<file path="src/rtl/pipe_perf_pkg.sv">
// Shared types and constants for the pipeline performance monitor.
package pipe_perf_pkg;

  // Default counter width.
  localparam int unsigned DefCntW = 32;

  // Monitor run state.
  typedef enum logic [1:0] {
    StIdle,
    StRun,
    StDone
  } state_e;

  // Readout select codes; 6 and 7 read as zero.
  localparam logic [2:0] SEL_CYCLE  = 3'd0;
  localparam logic [2:0] SEL_STALL  = 3'd1;
  localparam logic [2:0] SEL_FLUSH  = 3'd2;
  localparam logic [2:0] SEL_RETIRE = 3'd3;
  localparam logic [2:0] SEL_MAXRUN = 3'd4;
  localparam logic [2:0] SEL_STATUS = 3'd5;

endpackage

</file>
<file path="src/rtl/sat_counter.sv">
// Saturating up-counter with synchronous clear and an overflow pulse.
module sat_counter #(
  parameter int unsigned CNT_W = 32
) (
  input  logic             clk_i,
  input  logic             clr_i,
  input  logic             inc_i,
  output logic [CNT_W-1:0] cnt_o,
  output logic             ovf_o
);

  logic [CNT_W-1:0] cnt_q, cnt_d;
  logic             at_max;

  assign at_max = &cnt_q;

  // Next value: clear wins, then increment unless already saturated.
  always_comb begin
    cnt_d = cnt_q;
    if (clr_i) begin
      cnt_d = '0;
    end else if (inc_i && !at_max) begin
      cnt_d = cnt_q + CNT_W'(1);
    end
  end

  // Counter register.
  always_ff @(posedge clk_i) begin
    cnt_q <= cnt_d;
  end

  assign cnt_o = cnt_q;
  // Pulses when an increment is attempted at the ceiling.
  assign ovf_o = inc_i & at_max & ~clr_i;

endmodule

</file>
<file path="src/rtl/pipe_perf_monitor.sv">
// Counts cycles, qualified stalls, flushes, retirements and the longest
// stall burst of the CPU pipeline, stopping after a programmed cycle budget.
module pipe_perf_monitor
  import pipe_perf_pkg::*;
#(
  parameter int unsigned CNT_W       = DefCntW,
  parameter int unsigned CYCLE_LIMIT = 30
) (
  input  logic             clk_i,
  input  logic             rst_i,
  input  logic             start_i,
  input  logic             stall_i,
  input  logic             branch_i,
  input  logic             flush_i,
  input  logic             retire_i,
  input  logic             clear_i,
  input  logic [2:0]       sel_i,
  output logic [CNT_W-1:0] rd_data_o,
  output logic             done_o,
  output logic             ovf_o
);

  // A limit the counter can never reach would otherwise alias after truncation.
  localparam bit LimitFits = (CNT_W >= 32) || (64'(CYCLE_LIMIT) < (64'd1 << CNT_W));
  localparam bit LimitOn   = (CYCLE_LIMIT != 0) && LimitFits;
  localparam logic [CNT_W-1:0] LimitM1 = CNT_W'(CYCLE_LIMIT - 1);

  state_e           state_q, state_d;
  logic             clr_all;
  logic             count_en;
  logic             qual_stall;
  logic             limit_hit;
  logic [CNT_W-1:0] cycle_cnt, stall_cnt, flush_cnt, retire_cnt, run_cnt;
  logic             cycle_ovf, stall_ovf, flush_ovf, retire_ovf, run_ovf;
  logic [CNT_W-1:0] run_next;
  logic [CNT_W-1:0] max_run_q;
  logic             ovf_q;
  logic [CNT_W-1:0] rd_data_q, rd_data_d;

  assign clr_all    = rst_i | clear_i;
  // The IDLE->RUN edge is itself a counted cycle; DONE counts nothing.
  assign count_en   = start_i & (state_q != StDone);
  assign qual_stall = stall_i & ~branch_i;
  assign limit_hit  = LimitOn && count_en && (cycle_cnt == LimitM1);

  sat_counter #(.CNT_W(CNT_W)) u_cycle (
    .clk_i (clk_i),
    .clr_i (clr_all),
    .inc_i (count_en),
    .cnt_o (cycle_cnt),
    .ovf_o (cycle_ovf)
  );

  sat_counter #(.CNT_W(CNT_W)) u_stall (
    .clk_i (clk_i),
    .clr_i (clr_all),
    .inc_i (count_en & qual_stall),
    .cnt_o (stall_cnt),
    .ovf_o (stall_ovf)
  );

  sat_counter #(.CNT_W(CNT_W)) u_flush (
    .clk_i (clk_i),
    .clr_i (clr_all),
    .inc_i (count_en & flush_i),
    .cnt_o (flush_cnt),
    .ovf_o (flush_ovf)
  );

  sat_counter #(.CNT_W(CNT_W)) u_retire (
    .clk_i (clk_i),
    .clr_i (clr_all),
    .inc_i (count_en & retire_i),
    .cnt_o (retire_cnt),
    .ovf_o (retire_ovf)
  );

  // Current stall burst: restarts on any counted non-stall cycle.
  sat_counter #(.CNT_W(CNT_W)) u_run (
    .clk_i (clk_i),
    .clr_i (clr_all | (count_en & ~qual_stall)),
    .inc_i (count_en & qual_stall),
    .cnt_o (run_cnt),
    .ovf_o (run_ovf)
  );

  // Mirror of the burst counter's next value so the max sees an open burst.
  always_comb begin
    run_next = run_cnt;
    if (count_en) begin
      if (!qual_stall) begin
        run_next = '0;
      end else if (!(&run_cnt)) begin
        run_next = run_cnt + CNT_W'(1);
      end
    end
  end

  // Longest burst seen so far.
  always_ff @(posedge clk_i) begin
    if (clr_all) begin
      max_run_q <= '0;
    end else if (count_en && (run_next > max_run_q)) begin
      max_run_q <= run_next;
    end
  end

  // Sticky overflow flag.
  always_ff @(posedge clk_i) begin
    if (clr_all) begin
      ovf_q <= 1'b0;
    end else if (cycle_ovf | stall_ovf | flush_ovf | retire_ovf | run_ovf) begin
      ovf_q <= 1'b1;
    end
  end

  // State register.
  always_ff @(posedge clk_i) begin
    if (rst_i) begin
      state_q <= StIdle;
    end else begin
      state_q <= state_d;
    end
  end

  // Next-state logic; clear returns to IDLE from anywhere.
  always_comb begin
    state_d = state_q;
    unique case (state_q)
      StIdle:  if (start_i) state_d = limit_hit ? StDone : StRun;
      StRun:   if (limit_hit) state_d = StDone;
      StDone:  state_d = StDone;
      default: state_d = StIdle;
    endcase
    if (clear_i) begin
      state_d = StIdle;
    end
  end

  // Readout mux of pre-edge values.
  always_comb begin
    rd_data_d = '0;
    case (sel_i)
      SEL_CYCLE:  rd_data_d = cycle_cnt;
      SEL_STALL:  rd_data_d = stall_cnt;
      SEL_FLUSH:  rd_data_d = flush_cnt;
      SEL_RETIRE: rd_data_d = retire_cnt;
      SEL_MAXRUN: rd_data_d = max_run_q;
      SEL_STATUS: rd_data_d[1:0] = {ovf_q, state_q == StDone};
      default:    rd_data_d = '0;
    endcase
  end

  // Registered readout, live in every state.
  always_ff @(posedge clk_i) begin
    if (rst_i) begin
      rd_data_q <= '0;
    end else begin
      rd_data_q <= rd_data_d;
    end
  end

  assign rd_data_o = rd_data_q;
  assign done_o    = (state_q == StDone);
  assign ovf_o     = ovf_q;

endmodule
</file>
<file path="config.mk">
export PLATFORM = sky130hd
export DESIGN_NAME = pipe_perf_monitor
export DESIGN_NICKNAME = d
export VERILOG_FILES = /design/src/rtl/pipe_perf_pkg.sv /design/src/rtl/sat_counter.sv /design/src/rtl/pipe_perf_monitor.sv
export SDC_FILE = /design/constraint.sdc
export NUM_CORES = 1
export LEC_CHECK = 0
export CORE_MARGIN = 5
export CORE_UTILIZATION = 36
export CTS_BUF_LIST = sky130_fd_sc_hd__clkbuf_16
export CTS_CLUSTER_SIZE = 25
export DETAILED_ROUTE_END_ITERATION = 16
export PLACE_DENSITY = 0.57
export SLEW_MARGIN = 0
export SYNTH_ARGS = -nofsm -noshare
export SYNTH_HDL_FRONTEND = slang
export SYNTH_SLANG_ARGS = --single-unit
</file>
<file path="constraint.sdc">
create_clock -name clk_i -period 7.7 [get_ports clk_i]
set_input_delay 2.31 -clock clk_i [delete_from_list [all_inputs] [get_ports clk_i]]
set_output_delay 2.31 -clock clk_i [all_outputs]
set_load 0.005 [all_outputs]
</file>
==> results.json <==
{
  "antenna_left": 0,
  "outcome": "complete, no violations",
  "vias": 11350,
  "skew_ns": 0.0224,
  "hold_end": "max_run_q[5]$_SDFFE_PN0P_",
  "io_buffers": 44,
  "row_count": 68,
  "drt_first_pass_iters": 5,
  "hold_violations": 0,
  "ios": 45,
  "grt_pass1_vias": 10703,
  "worst-setup-path-type": "primary input to register",
  "cap_violations": 0,
  "syn_area_um2": 12500,
  "cts_setup_buffers": 0,
  "met3_usage_pct": 3.02,
  "synthArstFlopShare_pct": 0,
  "grt_use_met2_pct": 27.8,
  "relSlewSlack_pct": 12.6,
  "wl_per_cell_um": 17.6,
  "slew_violations": 0,
  "reg2reg_depth": 13,
  "yosysWarnings": 0,
  "layout-drive-gt1-share_pct": 5.20,
  "r2r_end": "max_run_q[23]$_SDFFE_PN0P_",
  "ctsHoldBuffers": 0,
  "htreeDepth": 1,
  "cts_num_sinks": 227,
  "multi_input_area_um2": 7350,
  "clk_latency_ns": 0.56,
  "holdPathStages": 2,
  "die_h_um": 196,
  "cts_resized": 0,
  "place_inst": 2003,
  "grt_max_degree": 93,
  "tns_ns": 0,
  "cts_root_buf": "clkbuf_16",
  "via_per_inst": 5.53,
  "syn_to_final_growth_pct": 13.9,
  "gp_congestion": 0.962,
  "fin_crit_ns": 6.39,
  "ys.flop_type": "dfxtp_1",
  "critPathMaxStageDelay_ns": 0.65,
  "grt_pass1_wl_um": 58100,
  "cellPowerDensity_nw_per_um2": 214,
  "fill_cells": 3581,
  "routed_wl_um": 36200,
  "start_util_pct": 36.2,
  "cp-end-kind": "register",
  "cp.required_ns": 8.15,
  "drc": 0,
  "tightestPinTransition_ns": 1.30,
  "use_met1_pct": 27.0,
  "max-clock-path-buffers": 3,
  "fmax_mhz": 156,
  "ys_seq_elements": 227,
  "syn_avg_cell_area_um2": 7.91,
  "critPathArrivalTime_ns": 6.84,
  "crit_chain": "clkdlybuf4s50_1 -> nand2b_1 -> or2_2 -> nor4_4 -> nor2_1 -> o21ai_0 -> a21o_1 -> ha_1 -> a21oi_1 -> o21ai_0 -> a22oi_1 -> o211ai_1 -> o21ai_4 -> buf_12 -> a211oi_1 -> a211oi_1",
  "synthesis.nets": 1628,
  "core_um2": 34400,
  "grt.busiest_layer": "met2",
  "syn_inst": 1575,
  "setup-violations-final": 0,
  "drt-initial-drc-count": 987,
  "grt_util_all_layers_pct": 18.3,
  "stdcell_count": 2051,
  "start_kind": "primary input",
  "rsz0062_at_grt": "false",
  "period_share_pct": 83.0,
  "tritoncts": "done",
  "antenna_found_initial": 0,
  "cp_max_fo": 46,
  "seq_area_um2": 4540,
  "dp_hpwl_um": 26200,
  "clkTransAtPathRegs_ns": 0.05,
  "worstReg2RegStart": "u_run.cnt_o[10]$_SDFFE_PN0P_",
  "antenna_cells": 0,
  "die-area_um2": 38400,
  "p_leak_nw": 4.76,
  "fin_total_pwr_mw": 3.04,
  "hp-class": "register to register",
  "yosysUniqueCellTypes": 59,
  "netlist_top_cells_count": "265 x nor2_1, 227 x dfxtp_1, 95 x xnor2_1, 92 x nand2_1, 76 x a21oi_1",
  "nets": 1630,
  "synthTopCellsByArea": "dfxtp_1 36%, nor2_1 8.0%, xnor2_1 6.7%",
  "crit_slowest_cell": "nor4_4",
  "final_core_util_pct": 41.3,
  "ys_seq_area_share_pct": 36.5,
  "synth_largest_area_cell": "dfxtp_1",
  "cts_made_buffers": 27,
  "peakVddDrop_uv": 167,
  "die_w_um": 196,
  "netlist.area_leader.share_pct": 36.5,
  "ff2ff_setup_slack_ns": 2.78,
  "grt.overflow.total": 0,
  "synth_edf_count": 0,
  "holdCritStartpoint": "max_run_q[5]$_SDFFE_PN0P_",
  "yosysMostFrequentCell": "nor2_1"
}
-- placed cells by master (no fill, tap or decap), drive strengths merged, types with 38 or more instances in the layout --
master,n
and2,38
clkdlybuf4s50,43
nor3,56
xor2,41
nand4,57
ha,42
and3,39
nand3,65
xnor2,95
nand2,92
nor2,265
a21oi,76
inv,70
dfxtp,227
-- logic make-up (layout without fill, tap and decap cells) --
family	Yosys count	in the layout	synth area share (%)
AND/OR/NAND/NOR	706	706	27.8
AO/OA/AOI/OAI	269	269	13.9
flip-flops	227	227	36.5
buffers and inverters	155	176	4.76
XOR/XNOR	136	136	9.56
adder cells (fa/ha/maj)	42	42	4.22
multiplexers	40	40	3.33
-- metal layers --
metal | vias to the layer above | wire length, um | share of wire, %
met3 | 46 | 2490 | 6.9
li1 | 5585 | - | -
met1 | 5350 | 17400 | 48
met5 | - | 0 | 0
met2 | 369 | 15600 | 43
met4 | 0 | 675 | 1.9
-- layout make-up --
| cell class | count | area share [%] |
|---|---|---|
| Multi-Input combinational cell | 1193 | 51.8 |
| Sequential cell | 227 | 32.0 |
| Clock buffer | 27 | 4.76 |
| Timing Repair Buffer | 64 | 4.22 |
| Tap cell | 455 | 4.01 |
| Inverter | 64 | 1.69 |
| Clock inverter | 21 | 1.50 |
-- state kept, by name, summed over array words and instances (netlist names) --
| signal | cells |
|---|---|
| state_q | 2 |
| u_retire.cnt_o | 32 |
| u_cycle.cnt_o | 32 |
| rd_data_o | 32 |
| max_run_q | 32 |
| u_run.cnt_o | 32 |
| ovf_o | 1 |
| u_flush.cnt_o | 32 |
| u_stall.cnt_o | 32 |
-- per-stage QoR --
stage / area (um2) / worst slack (ns) / hold slack, ns
global placement: 13300 / 0.937 / 0.483
CTS: 14200 / 1.44 / 0.491
floorplan: 12500 / 2.01 / 0.455
finish: 14200 / 1.31 / 0.487
global route: 14200 / 1.01 / 0.520
detailed placement: 13300 / 0.868 / 0.484
-- worst max path at each step --
stage,from,slack (ns),to,cells after the start
6_report,start_i,1.31,max_run_q[23]$_SDFFE_PN0P_,16
5_1_grt,start_i,1.01,max_run_q[27]$_SDFFE_PN0P_,16
4_1_cts,start_i,1.44,max_run_q[27]$_SDFFE_PN0P_,16
3_5_place_dp,start_i,0.87,max_run_q[30]$_SDFFE_PN0P_,16
3_3_place_gp,start_i,0.94,max_run_q[30]$_SDFFE_PN0P_,15
2_1_floorplan,start_i,2.01,max_run_q[28]$_SDFFE_PN0P_,16
-- worst max-delay path: cells and delay by family --
family / cells / cell delay (ns)
AND/OR/NAND/NOR: 4 / 1.60
buffers and inverters: 2 / 0.84
adder cells (fa/ha/maj): 1 / 0.25
AO/OA/AOI/OAI: 9 / 1.81
-- report_power, final --
part	switching [mW]	internal, mW	total (mW)
sequential	0.0268	1.21	1.24
combinational	0.330	0.175	0.504
clock	0.521	0.771	1.29
total	0.877	2.16	3.04
Power figures use the tool's default switching activity.
